### src/rtl/custom_axi_ip_regs.sv
`default_nettype none
// ============================================================================
//  Module      : custom_axi_ip_regs
//  Description : AXI4-Lite register bank feeding the custom_axi_ip core:
//                64-bit operand, start pulse, status, 64-bit result and a
//                wrapping completion counter. Define CUSTOM_AXI_IP_REGS_IRQ_EN
//                to add the W1C completion interrupt at 0x1C and irq_o.
//  Revision    : 1.0  initial release
// ============================================================================
package custom_axi_ip_pkg;
    typedef enum logic [1:0] {
        IDLE  = 2'd0,
        BUSY  = 2'd1,
        DONE  = 2'd2,
        ERROR = 2'd3
    } status_e;
endpackage

module custom_axi_ip_regs
    import custom_axi_ip_pkg::*;
#(
    parameter int DATA_WIDTH = 32,
    parameter int ADDR_WIDTH = 8
) (
    input  wire logic          clk_i,
    input  wire logic          rst_i,
    custom_axi_ip_regs_if.slave s_axi,
    output logic [63:0]        ipreg_data_o,
    output logic               enable_o,
    input  wire logic [63:0]   ipreg_data_i,
    input  wire status_e       status_i,
    input  wire logic          wen_i
`ifdef CUSTOM_AXI_IP_REGS_IRQ_EN
    ,
    output logic               irq_o
`endif
);

    localparam logic [2:0] C_IDX_CTRL     = 3'd0;
    localparam logic [2:0] C_IDX_STATUS   = 3'd1;
    localparam logic [2:0] C_IDX_DIN_LO   = 3'd2;
    localparam logic [2:0] C_IDX_DIN_HI   = 3'd3;
    localparam logic [2:0] C_IDX_DOUT_LO  = 3'd4;
    localparam logic [2:0] C_IDX_DOUT_HI  = 3'd5;
    localparam logic [2:0] C_IDX_DONE_CNT = 3'd6;
    localparam logic [2:0] C_IDX_IRQ      = 3'd7;

    localparam logic [1:0] C_RESP_OKAY    = 2'b00;
    localparam logic [1:0] C_RESP_SLVERR  = 2'b10;

    typedef enum logic [1:0] {
        W_IDLE = 2'd0,
        W_ACK  = 2'd1,
        W_RESP = 2'd2
    } wstate_e;

    typedef enum logic [1:0] {
        R_IDLE = 2'd0,
        R_ACK  = 2'd1,
        R_DATA = 2'd2
    } rstate_e;

    wstate_e               r_wstate;
    rstate_e               r_rstate;

    logic [DATA_WIDTH-1:0] r_din_lo;
    logic [DATA_WIDTH-1:0] r_din_hi;
    logic [31:0]           r_dout_lo;
    logic [31:0]           r_dout_hi;
    logic [31:0]           r_done_cnt;

    logic [2:0]            w_wr_idx;
    logic [2:0]            w_rd_idx;
    logic                  w_bit0_set;
    logic                  w_wr_err;
    logic                  w_rd_err;
    logic [DATA_WIDTH-1:0] w_rd_data;
    logic                  w_unused;

    assign w_wr_idx     = s_axi.awaddr[4:2];
    assign w_rd_idx     = s_axi.araddr[4:2];
    assign w_bit0_set   = s_axi.wdata[0] & s_axi.wstrb[0];
    assign ipreg_data_o = {r_din_hi, r_din_lo};

    // Only the word index is decoded; the remaining address bits alias.
    assign w_unused = ^{s_axi.awaddr[ADDR_WIDTH-1:5], s_axi.awaddr[1:0],
                        s_axi.araddr[ADDR_WIDTH-1:5], s_axi.araddr[1:0]};

    function automatic logic [DATA_WIDTH-1:0] f_strb_merge(
        input logic [DATA_WIDTH-1:0]   old_v,
        input logic [DATA_WIDTH-1:0]   new_v,
        input logic [DATA_WIDTH/8-1:0] strb
    );
        logic [DATA_WIDTH-1:0] v;
        v = old_v;
        for (int i = 0; i < DATA_WIDTH/8; i++) begin
            if (strb[i]) begin
                v[8*i +: 8] = new_v[8*i +: 8];
            end
        end
        return v;
    endfunction

    // A START request while the core is not idle is refused with SLVERR.
    always_comb begin
        w_wr_err = 1'b0;
        case (w_wr_idx)
            C_IDX_CTRL:   w_wr_err = w_bit0_set && (status_i != IDLE);
            C_IDX_DIN_LO: w_wr_err = 1'b0;
            C_IDX_DIN_HI: w_wr_err = 1'b0;
`ifdef CUSTOM_AXI_IP_REGS_IRQ_EN
            C_IDX_IRQ:    w_wr_err = 1'b0;
`endif
            default:      w_wr_err = 1'b1;
        endcase
    end

    always_comb begin
        w_rd_data = '0;
        w_rd_err  = 1'b0;
        case (w_rd_idx)
            C_IDX_CTRL:     w_rd_data = '0;
            C_IDX_STATUS:   w_rd_data = {{(DATA_WIDTH-2){1'b0}}, status_i};
            C_IDX_DIN_LO:   w_rd_data = r_din_lo;
            C_IDX_DIN_HI:   w_rd_data = r_din_hi;
            C_IDX_DOUT_LO:  w_rd_data = r_dout_lo;
            C_IDX_DOUT_HI:  w_rd_data = r_dout_hi;
            C_IDX_DONE_CNT: w_rd_data = r_done_cnt;
`ifdef CUSTOM_AXI_IP_REGS_IRQ_EN
            C_IDX_IRQ:      w_rd_data = {{(DATA_WIDTH-1){1'b0}}, irq_o};
`endif
            default:        w_rd_err  = 1'b1;
        endcase
    end

    // Write channel: address and data are only ever accepted together.
    always_ff @(posedge clk_i or posedge rst_i) begin
        if (rst_i) begin
            r_wstate      <= W_IDLE;
            s_axi.awready <= 1'b0;
            s_axi.wready  <= 1'b0;
            s_axi.bvalid  <= 1'b0;
            s_axi.bresp   <= C_RESP_OKAY;
            enable_o      <= 1'b0;
            r_din_lo      <= '0;
            r_din_hi      <= '0;
        end else begin
            enable_o <= 1'b0;
            case (r_wstate)
                W_IDLE: begin
                    if (s_axi.awvalid && s_axi.wvalid) begin
                        s_axi.awready <= 1'b1;
                        s_axi.wready  <= 1'b1;
                        r_wstate      <= W_ACK;
                    end
                end
                W_ACK: begin
                    s_axi.awready <= 1'b0;
                    s_axi.wready  <= 1'b0;
                    s_axi.bvalid  <= 1'b1;
                    s_axi.bresp   <= w_wr_err ? C_RESP_SLVERR : C_RESP_OKAY;
                    if (!w_wr_err) begin
                        case (w_wr_idx)
                            C_IDX_CTRL:   enable_o <= w_bit0_set;
                            C_IDX_DIN_LO: r_din_lo <= f_strb_merge(r_din_lo, s_axi.wdata, s_axi.wstrb);
                            C_IDX_DIN_HI: r_din_hi <= f_strb_merge(r_din_hi, s_axi.wdata, s_axi.wstrb);
                            default:      ;
                        endcase
                    end
                    r_wstate <= W_RESP;
                end
                W_RESP: begin
                    if (s_axi.bready) begin
                        s_axi.bvalid <= 1'b0;
                        r_wstate     <= W_IDLE;
                    end
                end
                default: r_wstate <= W_IDLE;
            endcase
        end
    end

    // Read channel: data is sampled on the arready edge and then held.
    always_ff @(posedge clk_i or posedge rst_i) begin
        if (rst_i) begin
            r_rstate      <= R_IDLE;
            s_axi.arready <= 1'b0;
            s_axi.rvalid  <= 1'b0;
            s_axi.rdata   <= '0;
            s_axi.rresp   <= C_RESP_OKAY;
        end else begin
            case (r_rstate)
                R_IDLE: begin
                    if (s_axi.arvalid) begin
                        s_axi.arready <= 1'b1;
                        r_rstate      <= R_ACK;
                    end
                end
                R_ACK: begin
                    s_axi.arready <= 1'b0;
                    s_axi.rvalid  <= 1'b1;
                    s_axi.rdata   <= w_rd_data;
                    s_axi.rresp   <= w_rd_err ? C_RESP_SLVERR : C_RESP_OKAY;
                    r_rstate      <= R_DATA;
                end
                R_DATA: begin
                    if (s_axi.rready) begin
                        s_axi.rvalid <= 1'b0;
                        r_rstate     <= R_IDLE;
                    end
                end
                default: r_rstate <= R_IDLE;
            endcase
        end
    end

    // Result capture from the core.
    always_ff @(posedge clk_i or posedge rst_i) begin
        if (rst_i) begin
            r_dout_lo  <= '0;
            r_dout_hi  <= '0;
            r_done_cnt <= '0;
        end else if (wen_i) begin
            r_dout_lo  <= ipreg_data_i[31:0];
            r_dout_hi  <= ipreg_data_i[63:32];
            r_done_cnt <= r_done_cnt + 32'd1;
        end
    end

`ifdef CUSTOM_AXI_IP_REGS_IRQ_EN
    logic w_irq_clr;
    assign w_irq_clr = (r_wstate == W_ACK) && (w_wr_idx == C_IDX_IRQ) && w_bit0_set;

    // A new completion on the same edge as a clear keeps the bit pending.
    always_ff @(posedge clk_i or posedge rst_i) begin
        if (rst_i) begin
            irq_o <= 1'b0;
        end else if (wen_i) begin
            irq_o <= 1'b1;
        end else if (w_irq_clr) begin
            irq_o <= 1'b0;
        end
    end
`endif

endmodule
`default_nettype wire

### src/rtl/custom_axi_ip_regs_if.sv
`default_nettype none
// ============================================================================
//  Module      : custom_axi_ip_regs_if
//  Description : AXI4-Lite bus bundle between a master and the
//                custom_axi_ip_regs register slave.
//  Revision    : 1.0  initial release
// ============================================================================
interface custom_axi_ip_regs_if #(
    parameter int ADDR_WIDTH = 8,
    parameter int DATA_WIDTH = 32
);
    logic [ADDR_WIDTH-1:0]   awaddr;
    logic                    awvalid;
    logic                    awready;
    logic [DATA_WIDTH-1:0]   wdata;
    logic [DATA_WIDTH/8-1:0] wstrb;
    logic                    wvalid;
    logic                    wready;
    logic [1:0]              bresp;
    logic                    bvalid;
    logic                    bready;
    logic [ADDR_WIDTH-1:0]   araddr;
    logic                    arvalid;
    logic                    arready;
    logic [DATA_WIDTH-1:0]   rdata;
    logic [1:0]              rresp;
    logic                    rvalid;
    logic                    rready;

    modport master (
        output awaddr, awvalid, wdata, wstrb, wvalid, bready, araddr, arvalid, rready,
        input  awready, wready, bresp, bvalid, arready, rdata, rresp, rvalid
    );

    modport slave (
        input  awaddr, awvalid, wdata, wstrb, wvalid, bready, araddr, arvalid, rready,
        output awready, wready, bresp, bvalid, arready, rdata, rresp, rvalid
    );
endinterface
`default_nettype wire

### src/flat_wrapper.sv
// flat-port wrapper written by rule: the top's interface ports become plain ports
module custom_axi_ip_regs_flat import custom_axi_ip_pkg::*;
#(
    parameter int DATA_WIDTH = 32,
    parameter int ADDR_WIDTH = 8
)
  (clk_i, rst_i, ipreg_data_o, enable_o, ipreg_data_i, status_i, wen_i, s_axi_awaddr, s_axi_awvalid, s_axi_wdata, s_axi_wstrb, s_axi_wvalid, s_axi_bready, s_axi_araddr, s_axi_arvalid, s_axi_rready, s_axi_awready, s_axi_wready, s_axi_bresp, s_axi_bvalid, s_axi_arready, s_axi_rdata, s_axi_rresp, s_axi_rvalid);
  custom_axi_ip_regs_if #(.ADDR_WIDTH(ADDR_WIDTH), .DATA_WIDTH(DATA_WIDTH)) s_axi_i ();
  input  wire logic clk_i;
  input  wire logic rst_i;
  output logic [63:0] ipreg_data_o;
  output logic enable_o;
  input  wire logic [63:0] ipreg_data_i;
  input  wire status_e status_i;
  input  wire logic wen_i;
  input wire logic [$bits(s_axi_i.awaddr)-1:0] s_axi_awaddr;
  input wire logic [$bits(s_axi_i.awvalid)-1:0] s_axi_awvalid;
  input wire logic [$bits(s_axi_i.wdata)-1:0] s_axi_wdata;
  input wire logic [$bits(s_axi_i.wstrb)-1:0] s_axi_wstrb;
  input wire logic [$bits(s_axi_i.wvalid)-1:0] s_axi_wvalid;
  input wire logic [$bits(s_axi_i.bready)-1:0] s_axi_bready;
  input wire logic [$bits(s_axi_i.araddr)-1:0] s_axi_araddr;
  input wire logic [$bits(s_axi_i.arvalid)-1:0] s_axi_arvalid;
  input wire logic [$bits(s_axi_i.rready)-1:0] s_axi_rready;
  output wire logic [$bits(s_axi_i.awready)-1:0] s_axi_awready;
  output wire logic [$bits(s_axi_i.wready)-1:0] s_axi_wready;
  output wire logic [$bits(s_axi_i.bresp)-1:0] s_axi_bresp;
  output wire logic [$bits(s_axi_i.bvalid)-1:0] s_axi_bvalid;
  output wire logic [$bits(s_axi_i.arready)-1:0] s_axi_arready;
  output wire logic [$bits(s_axi_i.rdata)-1:0] s_axi_rdata;
  output wire logic [$bits(s_axi_i.rresp)-1:0] s_axi_rresp;
  output wire logic [$bits(s_axi_i.rvalid)-1:0] s_axi_rvalid;
  assign s_axi_i.awaddr = s_axi_awaddr;
  assign s_axi_i.awvalid = s_axi_awvalid;
  assign s_axi_i.wdata = s_axi_wdata;
  assign s_axi_i.wstrb = s_axi_wstrb;
  assign s_axi_i.wvalid = s_axi_wvalid;
  assign s_axi_i.bready = s_axi_bready;
  assign s_axi_i.araddr = s_axi_araddr;
  assign s_axi_i.arvalid = s_axi_arvalid;
  assign s_axi_i.rready = s_axi_rready;
  assign s_axi_awready = s_axi_i.awready;
  assign s_axi_wready = s_axi_i.wready;
  assign s_axi_bresp = s_axi_i.bresp;
  assign s_axi_bvalid = s_axi_i.bvalid;
  assign s_axi_arready = s_axi_i.arready;
  assign s_axi_rdata = s_axi_i.rdata;
  assign s_axi_rresp = s_axi_i.rresp;
  assign s_axi_rvalid = s_axi_i.rvalid;
  custom_axi_ip_regs #(.DATA_WIDTH(DATA_WIDTH), .ADDR_WIDTH(ADDR_WIDTH)) u_core (.clk_i(clk_i), .rst_i(rst_i), .s_axi(s_axi_i), .ipreg_data_o(ipreg_data_o), .enable_o(enable_o), .ipreg_data_i(ipreg_data_i), .status_i(status_i), .wen_i(wen_i));
endmodule
### config.mk
export PLATFORM = sky130hd
export DESIGN_NAME = custom_axi_ip_regs_flat
export DESIGN_NICKNAME = d
export VERILOG_FILES = /design/src/rtl/custom_axi_ip_regs.sv /design/src/rtl/custom_axi_ip_regs_if.sv /design/src/flat_wrapper.sv
export SDC_FILE = /design/constraint.sdc
export NUM_CORES = 1
export LEC_CHECK = 0
export CORE_MARGIN = 2
export CORE_UTILIZATION = 35
export DETAILED_ROUTE_END_ITERATION = 8
export PLACE_DENSITY = 0.62
export SLEW_MARGIN = 5
export SYNTH_ARGS = -nofsm -noshare
export SYNTH_HDL_FRONTEND = slang
export SYNTH_SLANG_ARGS = --single-unit
### constraint.sdc
create_clock -name clk_i -period 10.62 [get_ports clk_i]
set_clock_uncertainty 0.15 [all_clocks]
set_input_delay 1.593 -clock clk_i [delete_from_list [all_inputs] [get_ports clk_i]]
set_output_delay 1.593 -clock clk_i [all_outputs]
set_load 0.05 [all_outputs]
* Word-level counts from Yosys, hierarchy flattened
Cells that the tools add are included.
Storage, ports and cells: register bits 205, input bits 126, output and inout port bits 106, logic and storage cells 88
Operators by class: add/subtract/negate cells 1, equal/unequal tests 16, mux-type cells 21, bitwise logic cells 2, reduce and logical (&&, ||, !) cells 27
Operators by type and width (number):
- $pmux 32 s6 | 1
- $add 32x1->32 const B | 1
- $reduce_and 4->1 | 8
- $eq 3x2->1 const B | 4
- $mux 2 | 6
- $pmux 2 s3 | 2
- $reduce_and 2->1 | 6
- $pmux 1 s2 | 5
- $reduce_bool 2->1 | 5
- $eq 3x3->1 const B | 3
- $mux 1 | 7
- $reduce_or 7->1 | 1
- $logic_not 3->1 | 2
- $ne 2x2->1 const B | 3
- $eq 2x1->1 const B | 2
- $eq 2x2->1 const B | 2
- $logic_not 2->1 | 2
- $eq 3x1->1 const B | 1
- $logic_and 1x1->1 | 2
- $ne 2x1->1 const B | 1
- $reduce_or 2->1 | 1
- $and 1x1->1 | 1
- $not 1->1 | 1

* Longest topological paths before layout
word-level depth 5, mapped depth 6, gate-level depth less buffers 5

* Least setup slack after synthesis
Ideal clock, no wire load.
path type input to register, from input port s_axi_araddr[2], to register u_core.s_axi.rdata[7], setup time 134 ps, arrival 2708 ps, required time 10336 ps, path slack 7628 ps, stages 5, path buffers 2, cell sequence buf_2 buf_2 mux2_2 a222oi_1 o21ai_0
Between the ends: cells in the longest elaborated chain, start to end 2, elaborated cells on any way between the ends 7, those cells by class eq/ne: 6; mux: 1
RTL lines:
- start, declared | line flat_wrapper.sv:22 | input wire logic [$bits(s_axi_i.araddr)-1:0] s_axi_araddr;
- $eq 3x3->1 (tied with other cells) | line custom_axi_ip_regs.sv:121 | case (w_rd_idx)
- $pmux 32 s6 * | line custom_axi_ip_regs.sv:121
- end signal, assigned | line custom_axi_ip_regs.sv:202 | s_axi.rdata <= w_rd_data;
- end, declared | line custom_axi_ip_regs_if.sv:37 | output awready, wready, bresp, bvalid, arready, rdata, rresp, rvalid
Mark *: on every way between the ends. The rest lies on a longest branch, timed or not. A chain may end at the register's enable or synchronous reset.

==> flow_summary.toml <==
[outcome]
status = "finished, final reports clean"

[cts]
post_cts_resized = 0
cts_root_buf = "clkbuf_16"
tritoncts = "built"
cts_buffers = 24
clock_latency_ns = 0.51
clk_pin_slew_ns = 0.05
ctsHoldBuffers = 0
htree_num_levels = 1
cts.sinks = 203
clockBufferDepth = 3
cts_setup_buffers = 0

[layout]
drive_gt1_frac = 0.2516
nNetsFinal = 1019
fin_util = 0.4854
final_cells = 1242
layout_commonest_cell = "clkdlybuf4s50_1"
design_area_um2 = 12220
layout-area-overhead-vs-synth_pct = 36.38
fillerInstances = 2291
mostFrequentLayoutCells = "216 x clkdlybuf4s50_1, 203 x dfrtp_1, 162 x mux2_2, 53 x nand2_1, 31 x o21ai_0"

[worst_setup_path]
slowest_stage = "nor3_2"
critical_path_class = "input pin to flop"
crit_family = "simple AND/OR/NAND/NOR gates"
cp_data_required_time_ns = 10.86
cp_cell_sequence = "buf_4, nand4_1, nor3_2, nand4_1, xnor2_1"
critPathMostFrequentCell = "nand4_1"
crit_arrival_ns = 4.16
critPathMaxFanout = 70
r2r-start = "u_core.r_wstate[1]"
cp-end-kind = "flop"
reg2reg_depth = 3
rrSetupSlack_ns = 8.11
cp_num_buf_inv = 1
critPathLaunch = "wen_i"
max_stage_delay_ns = 0.89
r2r_end = "u_core.r_din_hi[20]"
start_kind = "input pin"

[power_and_ir_drop]
power_mw = 2.730
total_leakage_power_nw = 5.181
ir_worst_vdd_mv = 0.1039
power-per-cell-area_nw_per_um2 = 223.3

[synth]
yosysWarnings = 0
yosysSeqAreaShare = 0.5668
synth-seq-cells = 203
synth_top_area_share = 0.5668
synth_edf_count = 0
avgSynthCellArea_um2 = 13.12
synthCells = 683
ys_async_sr_fraction = 1.000
yosys-top-cells-area = "dfrtp_1 57%, mux2_2 20%, a222oi_1 3.1%"
synth.distinct_cells = 45
syn_area_um2 = 8962
synth_top_area_cell = "dfrtp_1"
synth_flop_cell = "dfrtp_1"

[global_routing]
grt.total_usage = 0.1801
grt_pass1_wl_mm = 37.67
first_global_vias = 6601
grt_max_degree = 133
overflow = 0
antenna_found_initial = 2

[floorplan]
initial_core_util = 0.3559
fp.dieH_um = 164.0
chipWidth_um = 164.0
core_um2 = 25180
die-area_um2 = 26900
pin_count = 232
rows = 58

[min_path]
hold_path.class = "flop to flop"
hold_start = "u_core.r_done_cnt[31]"
worstHoldPathCells = 1
min_delay_worst_endpoint = "u_core.r_done_cnt[31]"

[sta]
hold_viol_final = 0
slew_headroom = 0.3393
rsz0062_at_grt = "no"
max_freq_mhz = 254.5
setup_slack_ns = 6.691
tns_ns = 0
fin_crit_ns = 3.929
setup_viol = 0
worstMarginPinSlew_ns = 0.9890
holdWs_ns = 0.3231
finalMaxSlewViolations = 0
min_period_over_period = 0.3700

[drt]
totalWireLength_mm = 24.52
via_per_inst = 5.177
drtIter0Drc = 377
ant_nets = 0
drc_errors = 0
drt_pass1_iterations = 5
routedWlPerCell_um = 19.74
dr_total_vias = 6430

[placement]
placed_cell_area_um2 = 11450
dp.cells = 1196
place_ws_ns = 6.111
gp_congestion = 0.7496
dpl.hpwl_mm = 16.05
port_buffers = 219

[flow_run]
maxCapViolCount = 0
## worst register-to-register path: cells and delay by family, from the launching register on
family	cells	cell delay, ns
AND/OR/NAND/NOR	2	1.41
multiplexers	1	0.42
flip-flops	1	0.41
## registers in the layout, indices dropped and copies added, names as in the netlist, 2 cells and up
| register | flops |
|---|---|
| u_core.r_wstate | 2 |
| u_core.r_dout_lo | 32 |
| u_core.r_rstate | 2 |
| u_core.r_done_cnt | 32 |
| u_core.r_dout_hi | 32 |
| u_core.s_axi.rdata | 32 |
| u_core.r_din_lo | 32 |
| u_core.r_din_hi | 32 |
## cell families after synthesis
logic type      synth area share
flops                     0.5668
compound gates           0.09033
fa+ha+maj               0.001396
other cells            0.0004184
buf+inv                  0.02359
xor+xnor                 0.03029
simple gates             0.08027
mux                       0.2069
## synthesized netlist by cell type (all sizes together) (5+ instances only)
cell type  number
nor2b           5
o21ai          34
nand2          53
dfrtp         203
buf            19
xnor2          26
nand4          14
clkbuf         24
nand3          13
nor2           12
a22o           29
mux2          162
nor3b           6
xor2            5
a222oi         28
## worst max-delay path by stage
stage / to / slack, ns / cells after the start
2_1_floorplan: u_core.enable_o / 3.34 / 1
3_3_place_gp: u_core.r_done_cnt[31] / 6.13 / 5
3_5_place_dp: u_core.r_done_cnt[31] / 6.11 / 5
4_1_cts: u_core.r_done_cnt[31] / 6.65 / 5
5_1_grt: u_core.r_done_cnt[31] / 6.36 / 5
6_report: u_core.r_done_cnt[31] / 6.69 / 5
## report_power, final
group | leakage (nW) | switching (mW) | internal, mW
logic | 2.20 | 0.575 | 0.343
clock network | 0.379 | 0.325 | 0.467
registers | 2.60 | 0.101 | 0.919
## cell type report
type,count,area (um2),area share
antenna,2,5.005,0.0004095
clock buffer,36,716.9,0.05865
clock inverter,8,50.05,0.004095
inverter,4,22.52,0.001843
multi-input combinational,434,3711,0.3036
sequential,203,5080,0.4156
tap,330,412.9,0.03378
timing repair buffer,225,2225,0.1820
## routing by layer
layer  routed length [um]  GRT usage
met1                11040     0.2465
met2                11610     0.2945
met3                 1330    0.03359
met4                  541    0.04785
met5                    0          0
Power figures use the tool's default switching activity.
